**config.mk**
```make
export PLATFORM = sky130hd
export DESIGN_NAME = pipe_ctrl_flat
export DESIGN_NICKNAME = d
export VERILOG_FILES = /design/src/rtl/pipe_pkg.sv /design/src/rtl/pipe_ctrl_if.sv /design/src/rtl/pipe_fwd_sel.sv /design/src/rtl/pipe_ctrl.sv /design/src/flat_wrapper.sv
export SDC_FILE = /design/constraint.sdc
export NUM_CORES = 1
export LEC_CHECK = 0
export BUFFER_PORTS_ARGS = -buffer_cell sky130_fd_sc_hd__buf_2
export CAP_MARGIN = 20
export CORE_MARGIN = 5
export CORE_UTILIZATION = 25
export CTS_BUF_LIST = sky130_fd_sc_hd__clkbuf_8
export DETAILED_ROUTE_END_ITERATION = 10
export GPL_ROUTABILITY_DRIVEN = 0
export PLACE_DENSITY = 0.54
export SLEW_MARGIN = 20
export SYNTH_ARGS = -nofsm -noshare
export SYNTH_HDL_FRONTEND = slang
export SYNTH_SLANG_ARGS = --single-unit
```
**constraint.sdc**
```tcl
create_clock -name clk -period 6.1 [get_ports clk]
set_clock_uncertainty 0.2 [all_clocks]
set_input_delay 0.915 -clock clk [delete_from_list [all_inputs] [get_ports clk]]
set_output_delay 0.915 -clock clk [all_outputs]
set_load 0.05 [all_outputs]
```
**src/rtl/pipe_pkg.sv**
```systemverilog
// Shared types and constants for the pipeline sequencing controller.
//   FWD_*   : operand select encodings driven to the decode stage
//   REG_W   : register number width
//   stage_t : per-stage scoreboard entry {valid, writes rf, dest, is load}
package pipe_pkg;

    localparam int unsigned REG_W = 5;

    localparam logic [1:0] FWD_RF  = 2'd0;
    localparam logic [1:0] FWD_EX  = 2'd1;
    localparam logic [1:0] FWD_MEM = 2'd2;
    localparam logic [1:0] FWD_WB  = 2'd3;

    typedef struct packed {
        logic             v;
        logic             we;
        logic [REG_W-1:0] dst;
        logic             ld;
    } stage_t;

endpackage

```
**src/rtl/pipe_ctrl_if.sv**
```systemverilog
// Decode-side bundle between the ID stage and pipe_ctrl.
//   master : decode side, drives the ID instruction fields and flush
//   slave  : pipe_ctrl, returns enables, bypass selects, stage status, counters
interface pipe_ctrl_if #(
    parameter int unsigned CNT_W = 16
);
    import pipe_pkg::*;

    logic             id_src1_en;
    logic [REG_W-1:0] id_src1;
    logic             id_src2_en;
    logic [REG_W-1:0] id_src2;
    logic             id_dst_we;
    logic [REG_W-1:0] id_dst;
    logic             id_is_load;
    logic             flush;

    logic             pc_we;
    logic             if_id_we;
    logic             id_ex_bubble;
    logic [1:0]       fwd1_sel;
    logic [1:0]       fwd2_sel;
    logic             ex_valid;
    logic             mem_valid;
    logic             wb_valid;
    logic             wb_rf_we;
    logic [CNT_W-1:0] stall_cnt;
    logic [CNT_W-1:0] retire_cnt;

    modport master (
        output id_src1_en, id_src1, id_src2_en, id_src2,
               id_dst_we, id_dst, id_is_load, flush,
        input  pc_we, if_id_we, id_ex_bubble, fwd1_sel, fwd2_sel,
               ex_valid, mem_valid, wb_valid, wb_rf_we, stall_cnt, retire_cnt
    );

    modport slave (
        input  id_src1_en, id_src1, id_src2_en, id_src2,
               id_dst_we, id_dst, id_is_load, flush,
        output pc_we, if_id_we, id_ex_bubble, fwd1_sel, fwd2_sel,
               ex_valid, mem_valid, wb_valid, wb_rf_we, stall_cnt, retire_cnt
    );

endinterface

```
**src/rtl/pipe_fwd_sel.sv**
```systemverilog
// Bypass select for one source operand.
//   src_en    : source is read by a live ID instruction
//   src       : source register number
//   ex_s/mem_s/wb_s : stage scoreboards
//   sel       : operand select, priority EX > MEM > WB > regfile
//   ex_ld_hit : source matches a load sitting in EX (load-use)
module pipe_fwd_sel
    import pipe_pkg::*;
(
    input  logic             src_en,
    input  logic [REG_W-1:0] src,
    input  stage_t           ex_s,
    input  stage_t           mem_s,
    input  stage_t           wb_s,
    output logic [1:0]       sel,
    output logic             ex_ld_hit
);

    logic src_live;
    logic hit_ex;
    logic hit_mem;
    logic hit_wb;
    logic unused_ld;

    // $0 is hardwired, so it never matches a producer
    assign src_live = src_en & (src != '0);

    assign hit_ex  = src_live & ex_s.v  & ex_s.we  & (ex_s.dst  == src);
    assign hit_mem = src_live & mem_s.v & mem_s.we & (mem_s.dst == src);
    assign hit_wb  = src_live & wb_s.v  & wb_s.we  & (wb_s.dst  == src);

    assign ex_ld_hit = hit_ex & ex_s.ld;

    // Load flag only matters while the producer is in EX
    assign unused_ld = mem_s.ld ^ wb_s.ld;

    // Youngest producer wins
    always_comb begin
        sel = FWD_RF;
        if (hit_ex) begin
            sel = FWD_EX;
        end else if (hit_mem) begin
            sel = FWD_MEM;
        end else if (hit_wb) begin
            sel = FWD_WB;
        end
    end

endmodule

```
**src/rtl/pipe_ctrl.sv**
```systemverilog
// Five-stage pipeline sequencing controller.
//   clk, rst : core clock, async active-high reset
//   bus      : pipe_ctrl_if slave; ID instruction fields + flush in,
//              PC/IF-ID enables, ID/EX bubble, bypass selects,
//              EX/MEM/WB valids, WB write gate and debug counters out
module pipe_ctrl
    import pipe_pkg::*;
#(
    parameter int unsigned CNT_W = 16
) (
    input logic        clk,
    input logic        rst,
    pipe_ctrl_if.slave bus
);

    stage_t           ex_q;
    stage_t           mem_q;
    stage_t           wb_q;
    stage_t           ex_d;
    logic             id_v_q;
    logic [CNT_W-1:0] stall_cnt_q;
    logic [CNT_W-1:0] retire_cnt_q;

    logic             ld_hit1;
    logic             ld_hit2;
    logic             stall;

    pipe_fwd_sel u_fwd1 (
        .src_en    (id_v_q & bus.id_src1_en),
        .src       (bus.id_src1),
        .ex_s      (ex_q),
        .mem_s     (mem_q),
        .wb_s      (wb_q),
        .sel       (bus.fwd1_sel),
        .ex_ld_hit (ld_hit1)
    );

    pipe_fwd_sel u_fwd2 (
        .src_en    (id_v_q & bus.id_src2_en),
        .src       (bus.id_src2),
        .ex_s      (ex_q),
        .mem_s     (mem_q),
        .wb_s      (wb_q),
        .sel       (bus.fwd2_sel),
        .ex_ld_hit (ld_hit2)
    );

    // Flush kills the dependent itself, so it overrides the load-use stall
    assign stall = (ld_hit1 | ld_hit2) & ~bus.flush;

    // Entry for EX: a bubble whenever ID is empty, stalled or flushed
    always_comb begin
        ex_d     = '0;
        ex_d.v   = id_v_q & ~stall & ~bus.flush;
        ex_d.we  = bus.id_dst_we;
        ex_d.dst = bus.id_dst;
        ex_d.ld  = bus.id_is_load;
    end

    // Stage scoreboards, ID valid and saturating debug counters
    always_ff @(posedge clk or posedge rst) begin
        if (rst) begin
            ex_q         <= '0;
            mem_q        <= '0;
            wb_q         <= '0;
            id_v_q       <= 1'b0;
            stall_cnt_q  <= '0;
            retire_cnt_q <= '0;
        end else begin
            ex_q  <= ex_d;
            mem_q <= ex_q;
            wb_q  <= mem_q;
            if (!stall) begin
                id_v_q <= ~bus.flush;
            end
            if (stall && (stall_cnt_q != '1)) begin
                stall_cnt_q <= stall_cnt_q + CNT_W'(1);
            end
            if (wb_q.v && (retire_cnt_q != '1)) begin
                retire_cnt_q <= retire_cnt_q + CNT_W'(1);
            end
        end
    end

    assign bus.pc_we        = ~stall;
    assign bus.if_id_we     = ~stall;
    assign bus.id_ex_bubble = stall | bus.flush | ~id_v_q;
    assign bus.ex_valid     = ex_q.v;
    assign bus.mem_valid    = mem_q.v;
    assign bus.wb_valid     = wb_q.v;
    assign bus.wb_rf_we     = wb_q.v & wb_q.we;
    assign bus.stall_cnt    = stall_cnt_q;
    assign bus.retire_cnt   = retire_cnt_q;

endmodule

```
**src/flat_wrapper.sv**
```systemverilog
// flat-port wrapper written by rule: the top's interface ports become plain ports
module pipe_ctrl_flat import pipe_pkg::*;
#(
    parameter int unsigned CNT_W = 16
)
  (clk, rst, bus_id_src1_en, bus_id_src1, bus_id_src2_en, bus_id_src2, bus_id_dst_we, bus_id_dst, bus_id_is_load, bus_flush, bus_pc_we, bus_if_id_we, bus_id_ex_bubble, bus_fwd1_sel, bus_fwd2_sel, bus_ex_valid, bus_mem_valid, bus_wb_valid, bus_wb_rf_we, bus_stall_cnt, bus_retire_cnt);
  pipe_ctrl_if #(.CNT_W(CNT_W)) bus_i ();
  input logic clk;
  input logic rst;
  input wire logic [$bits(bus_i.id_src1_en)-1:0] bus_id_src1_en;
  input wire logic [$bits(bus_i.id_src1)-1:0] bus_id_src1;
  input wire logic [$bits(bus_i.id_src2_en)-1:0] bus_id_src2_en;
  input wire logic [$bits(bus_i.id_src2)-1:0] bus_id_src2;
  input wire logic [$bits(bus_i.id_dst_we)-1:0] bus_id_dst_we;
  input wire logic [$bits(bus_i.id_dst)-1:0] bus_id_dst;
  input wire logic [$bits(bus_i.id_is_load)-1:0] bus_id_is_load;
  input wire logic [$bits(bus_i.flush)-1:0] bus_flush;
  output wire logic [$bits(bus_i.pc_we)-1:0] bus_pc_we;
  output wire logic [$bits(bus_i.if_id_we)-1:0] bus_if_id_we;
  output wire logic [$bits(bus_i.id_ex_bubble)-1:0] bus_id_ex_bubble;
  output wire logic [$bits(bus_i.fwd1_sel)-1:0] bus_fwd1_sel;
  output wire logic [$bits(bus_i.fwd2_sel)-1:0] bus_fwd2_sel;
  output wire logic [$bits(bus_i.ex_valid)-1:0] bus_ex_valid;
  output wire logic [$bits(bus_i.mem_valid)-1:0] bus_mem_valid;
  output wire logic [$bits(bus_i.wb_valid)-1:0] bus_wb_valid;
  output wire logic [$bits(bus_i.wb_rf_we)-1:0] bus_wb_rf_we;
  output wire logic [$bits(bus_i.stall_cnt)-1:0] bus_stall_cnt;
  output wire logic [$bits(bus_i.retire_cnt)-1:0] bus_retire_cnt;
  assign bus_i.id_src1_en = bus_id_src1_en;
  assign bus_i.id_src1 = bus_id_src1;
  assign bus_i.id_src2_en = bus_id_src2_en;
  assign bus_i.id_src2 = bus_id_src2;
  assign bus_i.id_dst_we = bus_id_dst_we;
  assign bus_i.id_dst = bus_id_dst;
  assign bus_i.id_is_load = bus_id_is_load;
  assign bus_i.flush = bus_flush;
  assign bus_pc_we = bus_i.pc_we;
  assign bus_if_id_we = bus_i.if_id_we;
  assign bus_id_ex_bubble = bus_i.id_ex_bubble;
  assign bus_fwd1_sel = bus_i.fwd1_sel;
  assign bus_fwd2_sel = bus_i.fwd2_sel;
  assign bus_ex_valid = bus_i.ex_valid;
  assign bus_mem_valid = bus_i.mem_valid;
  assign bus_wb_valid = bus_i.wb_valid;
  assign bus_wb_rf_we = bus_i.wb_rf_we;
  assign bus_stall_cnt = bus_i.stall_cnt;
  assign bus_retire_cnt = bus_i.retire_cnt;
  pipe_ctrl #(.CNT_W(CNT_W)) u_core (.clk(clk), .rst(rst), .bus(bus_i));
endmodule
```
* Word level (Yosys, flattened, before mapping)
Index checks and enable logic that the tools add are counted.
** Storage, ports and cells
- Logic and storage cells :: 67
- Output and inout bits :: 43
- Register bits :: 55
- Input port bits :: 22
** Cells by class
- Equality and inequality tests :: 8
- Add/sub/neg operators :: 2
- Reduce and logical (&&, ||, !) cells :: 4
- Multiplexer cells :: 6
- Bitwise logic cells :: 34
** Operators with widths (number)
- 16-bit by 1-bit adder with 16-bit output (second input constant) :: 2
- 16-bit != test (second input constant) :: 2
- 5-bit equality test :: 6
- 1-bit AND :: 28
- 2-bit 2-to-1 mux :: 6
- 5-bit nonzero test :: 2
- 1-bit NOT :: 3
- 1-bit bitwise OR :: 3
- 1-bit logical AND :: 2

* Depth between registers and ports, before layout
- Word-level depth :: 11
- Depth in mapped cells :: 8
- Gate-level depth less buffers :: 7

* Modules after synthesis
A second synthesis with hierarchy kept.
** Second synthesis, totals
- Cells, all modules :: 245
- Area total of the unflattened synthesis :: 2780.2 um^2
** Modules (own cells, without submodules)
- pipe_ctrl :: sequential area each 1426.4 um^2, area each 2324.7 um^2, cells each 185, times used 1
- pipe_fwd_sel :: sequential area each 0.0 um^2, area each 227.7 um^2, cells each 30, times used 2

* Least setup slack after synthesis
OpenSTA, ideal clock, no wires.
- Path kind :: in2out
- Start :: in bus_id_src1[1]
- End :: out bus_fwd1_sel[1]
- Arrival time :: 2.782 ns
- Required time :: 4.985 ns
- Setup slack :: 2.203 ns
- Stages :: 5
- Path buffers :: 1
- Path through :: clkbuf_2 xnor2_1 nand4_1 or4_2 a21oi_1
** On the way
- Cells in the longest elaborated chain, start to end :: 8
- Elaborated cells between the ends (all ways) :: 17
- Classes of those cells :: eq/ne: 3; mux: 3; bitwise: 10; reduce/logical: 1
** RTL lines
- start, declared :: line flat_wrapper.sv:11 : input wire logic [$bits(bus_i.id_src1)-1:0] bus_id_src1;
- 5-bit nonzero test :: line pipe_fwd_sel.sv:26 : assign src_live = src_en & (src != '0);
- 1-bit AND :: line pipe_fwd_sel.sv:26
- 1-bit AND (3 in a row) :: line pipe_fwd_sel.sv:30 : assign hit_wb = src_live & wb_s.v & wb_s.we & (wb_s.dst == src);
- 2-bit 2-to-1 mux :: line pipe_fwd_sel.sv:44 : end else if (hit_wb) begin
- 2-bit 2-to-1 mux :: line pipe_fwd_sel.sv:42 : end else if (hit_mem) begin
- 2-bit 2-to-1 mux * :: line pipe_fwd_sel.sv:40 : if (hit_ex) begin
- end, declared :: line flat_wrapper.sv:21 : output wire logic [$bits(bus_i.fwd1_sel)-1:0] bus_fwd1_sel;
Mark *: on every way between the ends. The rest lies on a longest branch, timed or not.

* Worst setup path in the final report
- Start :: in bus_id_src1[0]
- End :: out bus_if_id_we
** On the way
- Cells in the longest elaborated chain, start to end :: 9
- Elaborated cells between the ends (all ways) :: 10
- Classes of those cells :: eq/ne: 1; bitwise: 8; reduce/logical: 1
** RTL lines
- 5-bit nonzero test :: line pipe_fwd_sel.sv:26
- 1-bit AND :: line pipe_fwd_sel.sv:26
- 1-bit AND (2 in a row) :: line pipe_fwd_sel.sv:28 : assign hit_ex = src_live & ex_s.v & ex_s.we & (ex_s.dst == src);
- 1-bit AND * :: line pipe_fwd_sel.sv:28
- 1-bit AND * :: line pipe_fwd_sel.sv:32 : assign ex_ld_hit = hit_ex & ex_s.ld;
- 1-bit bitwise OR * :: line pipe_ctrl.sv:49 : assign stall = (ld_hit1 | ld_hit2) & ~bus.flush;
- 1-bit AND * :: line pipe_ctrl.sv:49
- 1-bit NOT * :: line pipe_ctrl.sv:86 : assign bus.if_id_we = ~stall;
- end, declared :: line flat_wrapper.sv:19 : output wire logic [$bits(bus_i.if_id_we)-1:0] bus_if_id_we;
Marks and branches as above.

==> reports/results.txt <==
The count of max-cap constraint violations was 0; the required time at the worst-slack endpoint was 4.98 ns. Detailed placement ended at an HPWL of 4.39 mm. The count of endpoints failing setup in the final report is 0, and the initial DRC count is 105. The die covers 12500 sq um. The count of final hold-check violations was 0; the mean post-synth cell area was 11.8 sq um. The tools report the cell at the root of the clock tree as clkbuf_8. The proportion of power drawn by combinational gates is 21.2%. The die span in x came out at 112 um. Number of buffers added for setup after CTS: 0. Summed over all failing endpoints, the final setup total negative slack is 0 ns. The number of global-route vias before repair came out at 1993.

The number of antenna violations at the first check in global routing was 0; the remaining antenna violation count after routing was 0. In this run the static leakage power is 1.50 nW. Global routing finished with a remaining overflow of 0. After layout, the worst path uses 61.9% of the clock period. The global-route total usage across every layer is 9.53%. TritonCTS built the clock tree. The initial utilization of the core area, before any placement, comes to 25.4%. In this run the worst setup path begins at bus_id_src1[0]. The region available for standard cell placement spans 10200 sq um. Setup repair after global routing left no endpoint under its margin. The arrival time of data at the critical path endpoint came out at 2.66 ns.

After detailed routing, the number of remaining DRC violations is 0. Sequential cells burn 53.5% of the power. The portion of total power attributed to the clock network was 25.3%. The register clock-pin slew on the reported worst setup and hold paths came out at 0.11 ns. Using the TritonRoute via totals, the vias-per-cell ratio works out to 4.38. The run finished with clean final reports.

The final count of pins violating max slew is 0. For the maximum level of the CTS H-tree, the log shows 2. The tools report the count of synthesis-stage warnings from yosys as 0. 0 antenna diodes ended up in the layout.

The worst-case IR drop observed on VDD is 0.144 mV. Measured against its own limit, the worst slew margin works out to 51.8%. The pin slew with the least headroom to its limit came out at 0.722 ns.

The final layout contains 311 nets. 65 I/O pins were placed. For the post-synthesis cell count, the log shows 218. Ranked by total cell area, the synthesized netlist is headed by dfrtp_1, xnor2_1, xor2_1, nand3_1, nand4_1. The library cell used most frequently in the layout, excluding fill and tap cells, is buf_2. The count of buffers added on input and output ports is 64. The run gives 56 as the maximum number of pins on one net before global-route repair. The smallest clock period supported by the final layout is computed as 3.77 ns.

The maximum achievable frequency is 0.265 GHz, and the total power density per cell area is 251 nW/um^2. For the TritonCTS buffer count, the log shows 5. Leaving out fill and tap cells, the most frequent cells in the layout are buf_2, dfrtp_1, xnor2_1. The number of storage elements in the synthesis netlist came out at 55. Of the cells placed in the final design, the portion with a size suffix greater than 1 is 29.6%.

The worst setup path is captured at an output port. The first global-routing pass estimated 9.87 mm of wire. The internal power of the cells totals 0.000519 W. The post-synthesis cell type count was 38; the total routed wirelength was 5.75 mm. The layout overhead on the synthesized area was 21.6%.

In this run the worst hold path is classified as flip-flop to flip-flop. In this run the worst path has a maximum fanout of 10. The pre-antenna-repair detailed-routing pass consisted of 4 iterations.

Final hold analysis gives a worst-case slack of 0.187 ns. In this run the core area contains 37 standard-cell rows. For the net load switching power, the log shows 0.000270 W. The startpoint identified for the worst hold timing path is u_core.ex_q[6]. The largest area contributor in the netlist was dfrtp_1. The placed instances occupy a cell area of 3060 sq um.

The clock passes through at most 2 buffers. For the final design area excluding fillers, the log shows 3140 sq um. Summing every instance area after synthesis gives 2580 sq um. After synthesis, the largest area contributor takes up 53.3% of total cell area. The run gives 0 as the post-cts hold buffer count.

The tools report the launch point of the worst reg-to-reg path as u_core.ex_q[4]. The routed layout has 1854 vias. The detail-routed net length per standard cell was 13.6 um. The path type of the worst setup path was input pin to output port. The floorplan step set the die height to 112 um. Switching part of the total: 34.3%. STA classifies the critical path startpoint as an input pin.

The fraction of the yosys area taken by sequential cells is 53.3%, and the total nets after synthesis is 242. CTS saw 55 sinks. Once the clock tree was built, the resizer swapped 0 gates to a different size. Clock latency on the worst-skew pair, taken at its later pin, is 0.30 ns.
[synthesized netlist by cell type, drive strengths merged]
cell	n
dfrtp	55
xnor2	36
xor2	23
nand3	17
nand2	12
nand4	11
and3	8
nor2	6
nor3	6
inv	5
or4	5
nor4	4
a21oi	3
and4	3
o21ai	3
buf	2
ha	2
mux2	2
nand2b	2
o211a	2
o211ai	2
a41o	1
clkbuf	1
mux2i	1
nor2b	1
nor4b	1
o2111ai	1
o21a	1
o21bai	1
or3	1
[power by group through the flow]
stage	Combinational [W]	Sequential, W	Clock, W
6_report	0.000167	0.000423	0.000199
4_1_cts	0.000171	0.000423	0.000211
2_1_floorplan	0.0000556	0.000492	0
5_1_grt	0.000180	0.000429	0.000226
3_5_place_dp	0.000170	0.000430	0
3_3_place_gp	0.000168	0.000431	0
[per-layer routing]
| metal | vias up | track usage (%) | part of all wire [%] | wire, um |
|---|---|---|---|---|
| met2 | 47 | 15.8 | 47 | 2690 |
| li1 | 897 | - | - | - |
| met5 | - | 0 | 0 | 0 |
| met4 | 0 | 2.19 | 1.0 | 59 |
| met1 | 903 | 12.3 | 47 | 2680 |
| met3 | 7 | 2.77 | 5.4 | 310 |
[cell type report]
type / instances / area, sq um
fillers: 1090 / 7050
well taps: 136 / 170
clock inverters: 2 / 13.8
multi-input cells: 155 / 1160
repair buffers: 65 / 328
flip-flops and latches: 55 / 1380
inverters: 5 / 18.8
clock buffers: 5 / 68.8
[worst max-delay path, stage by stage]
cell	delay, ns
buf_2	0.13
or4_4	0.56
o211ai_4	0.20
nor4_4	0.09
o21ai_2	0.40
buf_2	0.35
[final timing paths]
check                                      endpoint  slack (ns)  cells past startpoint
setup / recovery                       bus_if_id_we        2.33                      6
hold / removal                      u_core.mem_q[6]        0.19                      0
setup reg to reg            u_core.bus.stall_cnt[1]        3.83                      5
hold reg to reg                     u_core.mem_q[6]        0.19                      0
max in group asynchronous       u_core.bus.wb_valid        4.62                      3
min in group asynchronous  u_core.bus.stall_cnt[10]        0.59                      3
[sequential cells by signal, summed over array words and instances, names as in the netlist]
signal	count
u_core.bus.mem_valid	1
u_core.id_v_q	1
u_core.bus.wb_valid	1
u_core.bus.stall_cnt	16
u_core.mem_q	6
u_core.bus.ex_valid	1
u_core.wb_q	6
u_core.ex_q	7
u_core.bus.retire_cnt	16
[metrics by stage]
stage	power (W)	util, %	instances	worst slack [ns]
floorplan	0.000547	-	218	2.20
global placement	0.000599	30.0	416	2.33
detailed placement	0.000600	30.0	416	2.32
CTS	0.000805	30.8	423	2.32
global route	0.000836	30.8	423	2.22
finish	0.000789	30.8	423	2.33
[cells by family (layout without fill, tap and decap cells)]
| family | after synthesis | after routing | share of synthesized area, % |
|---|---|---|---|
| compound gates | 14 | 14 | 4.75 |
| xor+xnor | 59 | 59 | 20.0 |
| fa+ha+maj | 2 | 2 | 0.969 |
| buf+inv | 8 | 77 | 1.65 |
| flops | 55 | 55 | 53.3 |
| mux | 3 | 3 | 1.40 |
| simple gates | 77 | 77 | 17.9 |
Power figures use the tool's default switching activity.
